$ cat config.mk
export PLATFORM = sky130hd
export DESIGN_NAME = complex_butterfly_pipe_cfg
export DESIGN_NICKNAME = d
export VERILOG_FILES = /design/src/rtl/complex_butterfly_pipe_cfg.sv
export SDC_FILE = /design/constraint.sdc
export NUM_CORES = 2
export LEC_CHECK = 0
export BUFFER_PORTS_ARGS = -buffer_cell sky130_fd_sc_hd__buf_2
export CELL_PAD_IN_SITES_DETAIL_PLACEMENT = 2
export CELL_PAD_IN_SITES_GLOBAL_PLACEMENT = 2
export CORE_UTILIZATION = 40
export CTS_CLUSTER_DIAMETER = 80
export DETAILED_ROUTE_END_ITERATION = 10
export HOLD_SLACK_MARGIN = 0.1
export PLACE_DENSITY_LB_ADDON = 0.1
export SLEW_MARGIN = 25
export SYNTH_ARGS = -nofsm -noshare
export SYNTH_HDL_FRONTEND = slang
export SYNTH_SLANG_ARGS = --single-unit
$ cat constraint.sdc
create_clock -name clk -period 16.3 [get_ports clk]
set_clock_uncertainty 0.15 [all_clocks]
set_input_delay 3.26 -clock clk [delete_from_list [all_inputs] [get_ports clk]]
set_output_delay 3.26 -clock clk [all_outputs]
set_load 0.01 [all_outputs]
$ cat src/rtl/complex_butterfly_pipe_cfg.sv
// Radix-2 DIT complex butterfly, 3-stage valid/ready pipeline: dout1 = din3 + W*din1, dout2 = din3 - W*din1.
// Optional sticky growth detector enabled by defining BUTTERFLY_GROWTH_DET_EN.
module complex_butterfly_pipe_cfg #(
   parameter int IWL1 = 16,
   parameter int IWL2 = 16,
   parameter int OWL  = 16
) (
   input  logic                   clk,
   input  logic                   rst,
   input  logic                   in_valid,
   output logic                   in_ready,
   input  logic signed [IWL1-1:0] din1_re,
   input  logic signed [IWL1-1:0] din1_im,
   input  logic signed [IWL2-1:0] din2_re,
   input  logic signed [IWL2-1:0] din2_im,
   input  logic signed [IWL1-1:0] din3_re,
   input  logic signed [IWL1-1:0] din3_im,
   input  logic [1:0]             scale_sel,
   input  logic                   inverse,
   output logic                   out_valid,
   input  logic                   out_ready,
   output logic signed [OWL-1:0]  dout1_re,
   output logic signed [OWL-1:0]  dout1_im,
   output logic signed [OWL-1:0]  dout2_re,
   output logic signed [OWL-1:0]  dout2_im,
   output logic                   ovf,
   input  logic                   ovf_clr
`ifdef BUTTERFLY_GROWTH_DET_EN
   ,
   output logic                   grow_det
`endif
);

   localparam int PROD_WL = IWL1 + IWL2;
   localparam int SUM_WL  = PROD_WL + 2;
   localparam int EXT_WL  = SUM_WL + 2;
   // Shift from the product's fractional point down to the output LSB at scale 0.
   localparam int FRAC_SH = PROD_WL - 1 - OWL;

   // Returns {saturated, value}: divide by 2^scale, round half up to the output LSB, clamp.
   function automatic logic [OWL:0] round_sat(input logic signed [SUM_WL-1:0] v, input logic [1:0] sc);
      logic signed [EXT_WL-1:0] e;
      logic signed [EXT_WL-1:0] half;
      logic signed [EXT_WL-1:0] r;
      int                       sh;
      sh = FRAC_SH + ((sc == 2'd0) ? 0 : ((sc == 2'd1) ? 1 : 2));
      e = EXT_WL'(v) <<< 1;
      half = '0;
      half[sh] = 1'b1;
      r = (e + half) >>> (sh + 1);
      if (r[EXT_WL-1] && !(&r[EXT_WL-1:OWL-1])) begin
         round_sat = {1'b1, 1'b1, {(OWL-1){1'b0}}};
      end else if (!r[EXT_WL-1] && (|r[EXT_WL-1:OWL-1])) begin
         round_sat = {1'b1, 1'b0, {(OWL-1){1'b1}}};
      end else begin
         round_sat = {1'b0, r[OWL-1:0]};
      end
   endfunction

   logic                     adv_s;
   logic                     s1_valid_r, s2_valid_r;
   logic signed [IWL1-1:0]   a_re_r, a_im_r, b_re_r, b_im_r;
   logic signed [IWL2-1:0]   w_re_r, w_im_r, wim_s;
   logic [1:0]               s1_scale_r, s2_scale_r;
   logic                     s1_inv_r;
   logic signed [PROD_WL-1:0] p_rr_r, p_ii_r, p_ri_r, p_ir_r;
   logic signed [IWL1-1:0]   s2_b_re_r, s2_b_im_r;
   logic signed [SUM_WL-1:0] pr_s, pi_s, bre_al_s, bim_al_s;
   logic [OWL:0]             r1re_s, r1im_s, r2re_s, r2im_s;
   logic                     sat_any_s, grow_any_s;

   assign adv_s    = !out_valid || out_ready;
   assign in_ready = adv_s;

   // Conjugate twiddle for inverse beats; the most negative code negates to the most positive.
   always_comb begin
      wim_s = w_im_r;
      if (s1_inv_r) begin
         if (w_im_r == {1'b1, {(IWL2-1){1'b0}}}) begin
            wim_s = {1'b0, {(IWL2-1){1'b1}}};
         end else begin
            wim_s = -w_im_r;
         end
      end else begin
         wim_s = w_im_r;
      end
   end

   // Final stage arithmetic: complex product sums, din3 aligned to the product's fractional point.
   always_comb begin
      pr_s       = SUM_WL'(p_rr_r) - SUM_WL'(p_ii_r);
      pi_s       = SUM_WL'(p_ri_r) + SUM_WL'(p_ir_r);
      bre_al_s   = SUM_WL'(s2_b_re_r) <<< (IWL2 - 1);
      bim_al_s   = SUM_WL'(s2_b_im_r) <<< (IWL2 - 1);
      r1re_s     = round_sat(bre_al_s + pr_s, s2_scale_r);
      r1im_s     = round_sat(bim_al_s + pi_s, s2_scale_r);
      r2re_s     = round_sat(bre_al_s - pr_s, s2_scale_r);
      r2im_s     = round_sat(bim_al_s - pi_s, s2_scale_r);
      sat_any_s  = r1re_s[OWL] | r1im_s[OWL] | r2re_s[OWL] | r2im_s[OWL];
      grow_any_s = (r1re_s[OWL-1] ^ r1re_s[OWL-2]) | (r1im_s[OWL-1] ^ r1im_s[OWL-2]) |
                   (r2re_s[OWL-1] ^ r2re_s[OWL-2]) | (r2im_s[OWL-1] ^ r2im_s[OWL-2]);
   end

   // Datapath stages S1 and S2; they only move when the whole pipe advances.
   always_ff @(posedge clk) begin
      if (adv_s) begin
         a_re_r     <= din1_re;
         a_im_r     <= din1_im;
         w_re_r     <= din2_re;
         w_im_r     <= din2_im;
         b_re_r     <= din3_re;
         b_im_r     <= din3_im;
         s1_scale_r <= scale_sel;
         s1_inv_r   <= inverse;
         p_rr_r     <= PROD_WL'(w_re_r) * PROD_WL'(a_re_r);
         p_ii_r     <= PROD_WL'(wim_s) * PROD_WL'(a_im_r);
         p_ri_r     <= PROD_WL'(w_re_r) * PROD_WL'(a_im_r);
         p_ir_r     <= PROD_WL'(wim_s) * PROD_WL'(a_re_r);
         s2_b_re_r  <= b_re_r;
         s2_b_im_r  <= b_im_r;
         s2_scale_r <= s2_scale_r;
         s2_scale_r <= s1_scale_r;
      end
   end

   // Stage valids, output register and sticky flags.
   always_ff @(posedge clk) begin
      if (rst) begin
         s1_valid_r <= 1'b0;
         s2_valid_r <= 1'b0;
         out_valid  <= 1'b0;
         dout1_re   <= '0;
         dout1_im   <= '0;
         dout2_re   <= '0;
         dout2_im   <= '0;
         ovf        <= 1'b0;
      end else begin
         if (adv_s) begin
            s1_valid_r <= in_valid;
            s2_valid_r <= s1_valid_r;
            out_valid  <= s2_valid_r;
            if (s2_valid_r) begin
               dout1_re <= r1re_s[OWL-1:0];
               dout1_im <= r1im_s[OWL-1:0];
               dout2_re <= r2re_s[OWL-1:0];
               dout2_im <= r2im_s[OWL-1:0];
            end
         end
         if (adv_s && s2_valid_r && sat_any_s) begin
            ovf <= 1'b1;
         end else if (ovf_clr) begin
            ovf <= 1'b0;
         end
      end
   end

`ifdef BUTTERFLY_GROWTH_DET_EN
   // Sticky growth flag, same set-over-clear priority as ovf.
   always_ff @(posedge clk) begin
      if (rst) begin
         grow_det <= 1'b0;
      end else if (adv_s && s2_valid_r && grow_any_s) begin
         grow_det <= 1'b1;
      end else if (ovf_clr) begin
         grow_det <= 1'b0;
      end
   end
`endif

endmodule

==> out/qor.txt <==
clk_lat worst skew: 0.68 ns
Distinct cells, synth: 106
1st-iter DRT viols: 1759
period utilisation layout: 70.5%
nets: 8284
Routability Congestion: 0.849
worst-margin pin slew: 1.10 ns
Synth async-reset ratio: 0%
post-CTS sizing: 0
r2r worst-path depth: 39
die height: 391 µm
Pins Over Slew Limit: 0
Critical Path Max Stage Delay: 0.85 ns
setup violators final: 0
cell area after layout: 65500 µm²
I/O Buffers: 170
Min Clock Period, post-route: 11.49 ns
Core ar.: 150000 µm²
synthesized flop and latch total: 329
Slowest-stage cell, CP: o41ai_1
WP data required: 16.55 ns
Min-Delay Path Class: flop to flop
Worst Path Max Fanout: 31
Hold Violations, Final: 0
setup TNS: 0 ns
FMAX: 87.1 MHz
synth warn: 0
CP Class: flop to flop
relative slew slack: 26.4%
area of placed instances: 63600 µm²
width of the die: 391 µm
top_reg_cell synth: edfxtp_1
area grow syn2layout: 8.24%
DR DRC count: 0
unrepaired setup endpoints after global routing: false
Clk pin slew, worst setup/hold paths: 0.06 ns
# hold bufs at CTS: 0
first-pass GRT wire length: 309000 µm
Hold Path Depth: 0
synthesized area: 60500 µm²
initial antenna violation count: 4
CTS tree: done
grt ovf: 0
drt wl/cell: 22.4 µm
routed via count: 45837
Hold Path Sink: s2_b_re_r[9]$_DFFE_PN_
Via-to-Cell Ratio: 5.27
# rows: 142
status: finished, final reports clean
largest net degree at the start of global routing: 117
r2r setup slk: 4.81 ns
syn_area_per_cell: 9.17 µm²
Mapped Cells: 6598
CP Capture Type: flop
total die area: 153000 µm²
Post-CTS Setup Bufs: 0
HP Start: b_re_r[9]$_DFFE_PN_
CTS buffer count: 52
initial core utilization: 40.4%
Reg-to-Reg End: p_ir_r[31]$_DFFE_PN_
post-synthesis sequential area ratio: 15.2%
CTS H-tree depth: 2
Post-synth EDFFs: 261
Critical Path Source Type: flop
CTS root buffer: clkbuf_16
Total GRT Usage: 26.3%
CP Data Arrival Time: 11.74 ns
boundary pin count: 171
share of layout cells above drive strength 1: 6.58%
drt pass-1 iters: 5
vias in the first global route: 53635
remaining antenna violation count: 0
dpl hpwl: 153000 µm
total wire length: 194000 µm
RR Startpoint: w_im_r[0]$_DFFE_PN_
CTS Buffer Depth: 3
Max Cap Viol: 0
clock sink count: 329
-- sequential cells by signal, summed over array words and instances, names as in the netlist, 2 cells and up --
name        cells
w_im_r         16
s1_scale_r      2
a_re_r         16
s2_scale_r      2
p_ir_r         32
b_re_r         16
p_rr_r         32
dout2_re       16
dout1_re       16
a_im_r         16
dout2_im       16
dout1_im       16
b_im_r         16
p_ri_r         32
s2_b_re_r      16
s2_b_im_r      16
w_re_r         16
p_ii_r         32
-- through the flow --
step           utilization, %  hold WS [ns]  instances  setup slack, ns
2_1_floorplan               -         0.250       6616             2.26
3_3_place_gp             42.4         0.252       8592             5.33
3_5_place_dp             42.4         0.256       8592             4.98
4_1_cts                  43.7         0.260       8688             4.85
5_1_grt                  43.7         0.270       8688             4.25
6_report                 43.7         0.261       8691             4.81
-- synth_stat cells (6+ instances only) --
cell / n / area share [%]
o21a_1: 36 / 0.45
buf_1: 11 / 0.068
mux2_2: 8 / 0.15
o211a_1: 7 / 0.12
a2111oi_0: 7 / 0.10
xnor2_1: 256 / 3.7
ha_1: 495 / 10
a21boi_0: 8 / 0.099
and3_1: 32 / 0.33
clkbuf_1: 274 / 1.7
o21ai_0: 139 / 1.1
a31oi_1: 24 / 0.25
nand2b_1: 66 / 0.68
xor2_1: 63 / 0.91
or3_1: 32 / 0.33
nand3b_1: 6 / 0.074
inv_1: 1282 / 8.0
o31a_1: 8 / 0.12
a41oi_1: 7 / 0.10
edfxtp_1: 261 / 13
or2_2: 19 / 0.20
nand2_1: 787 / 4.9
fa_1: 1055 / 35
dfxtp_1: 68 / 2.2
o2111ai_1: 11 / 0.16
o21ai_1: 18 / 0.15
mux2i_1: 19 / 0.31
a211o_1: 9 / 0.13
o211ai_1: 14 / 0.17
o21bai_1: 62 / 0.77
nor3b_1: 13 / 0.16
nand4_1: 13 / 0.13
nor2b_1: 42 / 0.43
nor4_1: 22 / 0.23
a21o_1: 45 / 0.56
nor2_1: 285 / 1.8
and2_1: 414 / 4.3
nand3_1: 72 / 0.60
o31ai_1: 21 / 0.26
a211oi_1: 45 / 0.56
nor3_1: 128 / 1.1
a21oi_1: 286 / 2.4
-- critical path, delay by kind of cell (launching register included) --
family	cells	cell delay (ns)
buffers and inverters	6	0.71
AOI/OAI and AO/OA	11	3.12
DFF	1	0.41
adders and majority gates	8	3.16
and+or+nand+nor	13	3.54
xor gates and xnor gates	1	0.13
-- cell usage in the layout, fill, tap and decap left out, types with 72 or more instances in the layout --
cell,n
a21oi_1,285
buf_2,170
inv_1,1281
xnor2_1,253
fa_1,1055
and2_1,414
buf_4,80
nand3_1,72
nor3_1,128
nor2_1,284
o21ai_0,125
ha_1,495
nand2_1,786
edfxtp_1,261
-- per-layer routing --
metal	GRT usage (%)	routed length, µm	vias up
li1	-	-	20685
met1	34.2	84600	24315
met2	46.8	98100	628
met3	1.88	5880	209
met4	7.40	5770	0
met5	0	0	-
-- cell families (layout without fill, tap and decap cells) --
logic type / count (synthesis) / count (layout) / share of synthesized area, %
xor gates and xnor gates: 322 / 322 / 4.70
DFF: 329 / 329 / 15.2
buffers and inverters: 1575 / 1631 / 9.80
muxes: 30 / 30 / 0.525
adders and majority gates: 1550 / 1550 / 45.1
and+or+nand+nor: 1967 / 1967 / 15.8
other: 1 / 22 / 0.00620
AOI/OAI and AO/OA: 824 / 824 / 8.85
-- worst max path at each step --
| stage | from | to | slack, ns | depth (start not counted) |
|---|---|---|---|---|
| global route | w_im_r[0]$_DFFE_PN_ | p_ir_r[31]$_DFFE_PN_ | 4.25 | 39 |
| finish | w_im_r[0]$_DFFE_PN_ | p_ir_r[31]$_DFFE_PN_ | 4.81 | 39 |
| global placement | w_im_r[0]$_DFFE_PN_ | p_ir_r[31]$_DFFE_PN_ | 5.33 | 38 |
| detailed placement | w_im_r[0]$_DFFE_PN_ | p_ir_r[31]$_DFFE_PN_ | 4.98 | 39 |
| floorplan | out_ready | in_ready | 2.26 | 2 |
| CTS | w_im_r[0]$_DFFE_PN_ | p_ir_r[31]$_DFFE_PN_ | 4.85 | 39 |
-- layout make-up --
type	count	area, µm²
multi-input cells	4712	45600
clock inverters	35	480
flip-flops and latches	329	9200
diodes	3	7.51
inverters	1284	4820
well taps	2016	2520
clock buffers	61	1420
repair buffers	251	1470
fillers	16479	84400
Power is not shown: default switching activity piles up to over one toggle a cycle in this logic, so the estimate is an artifact.
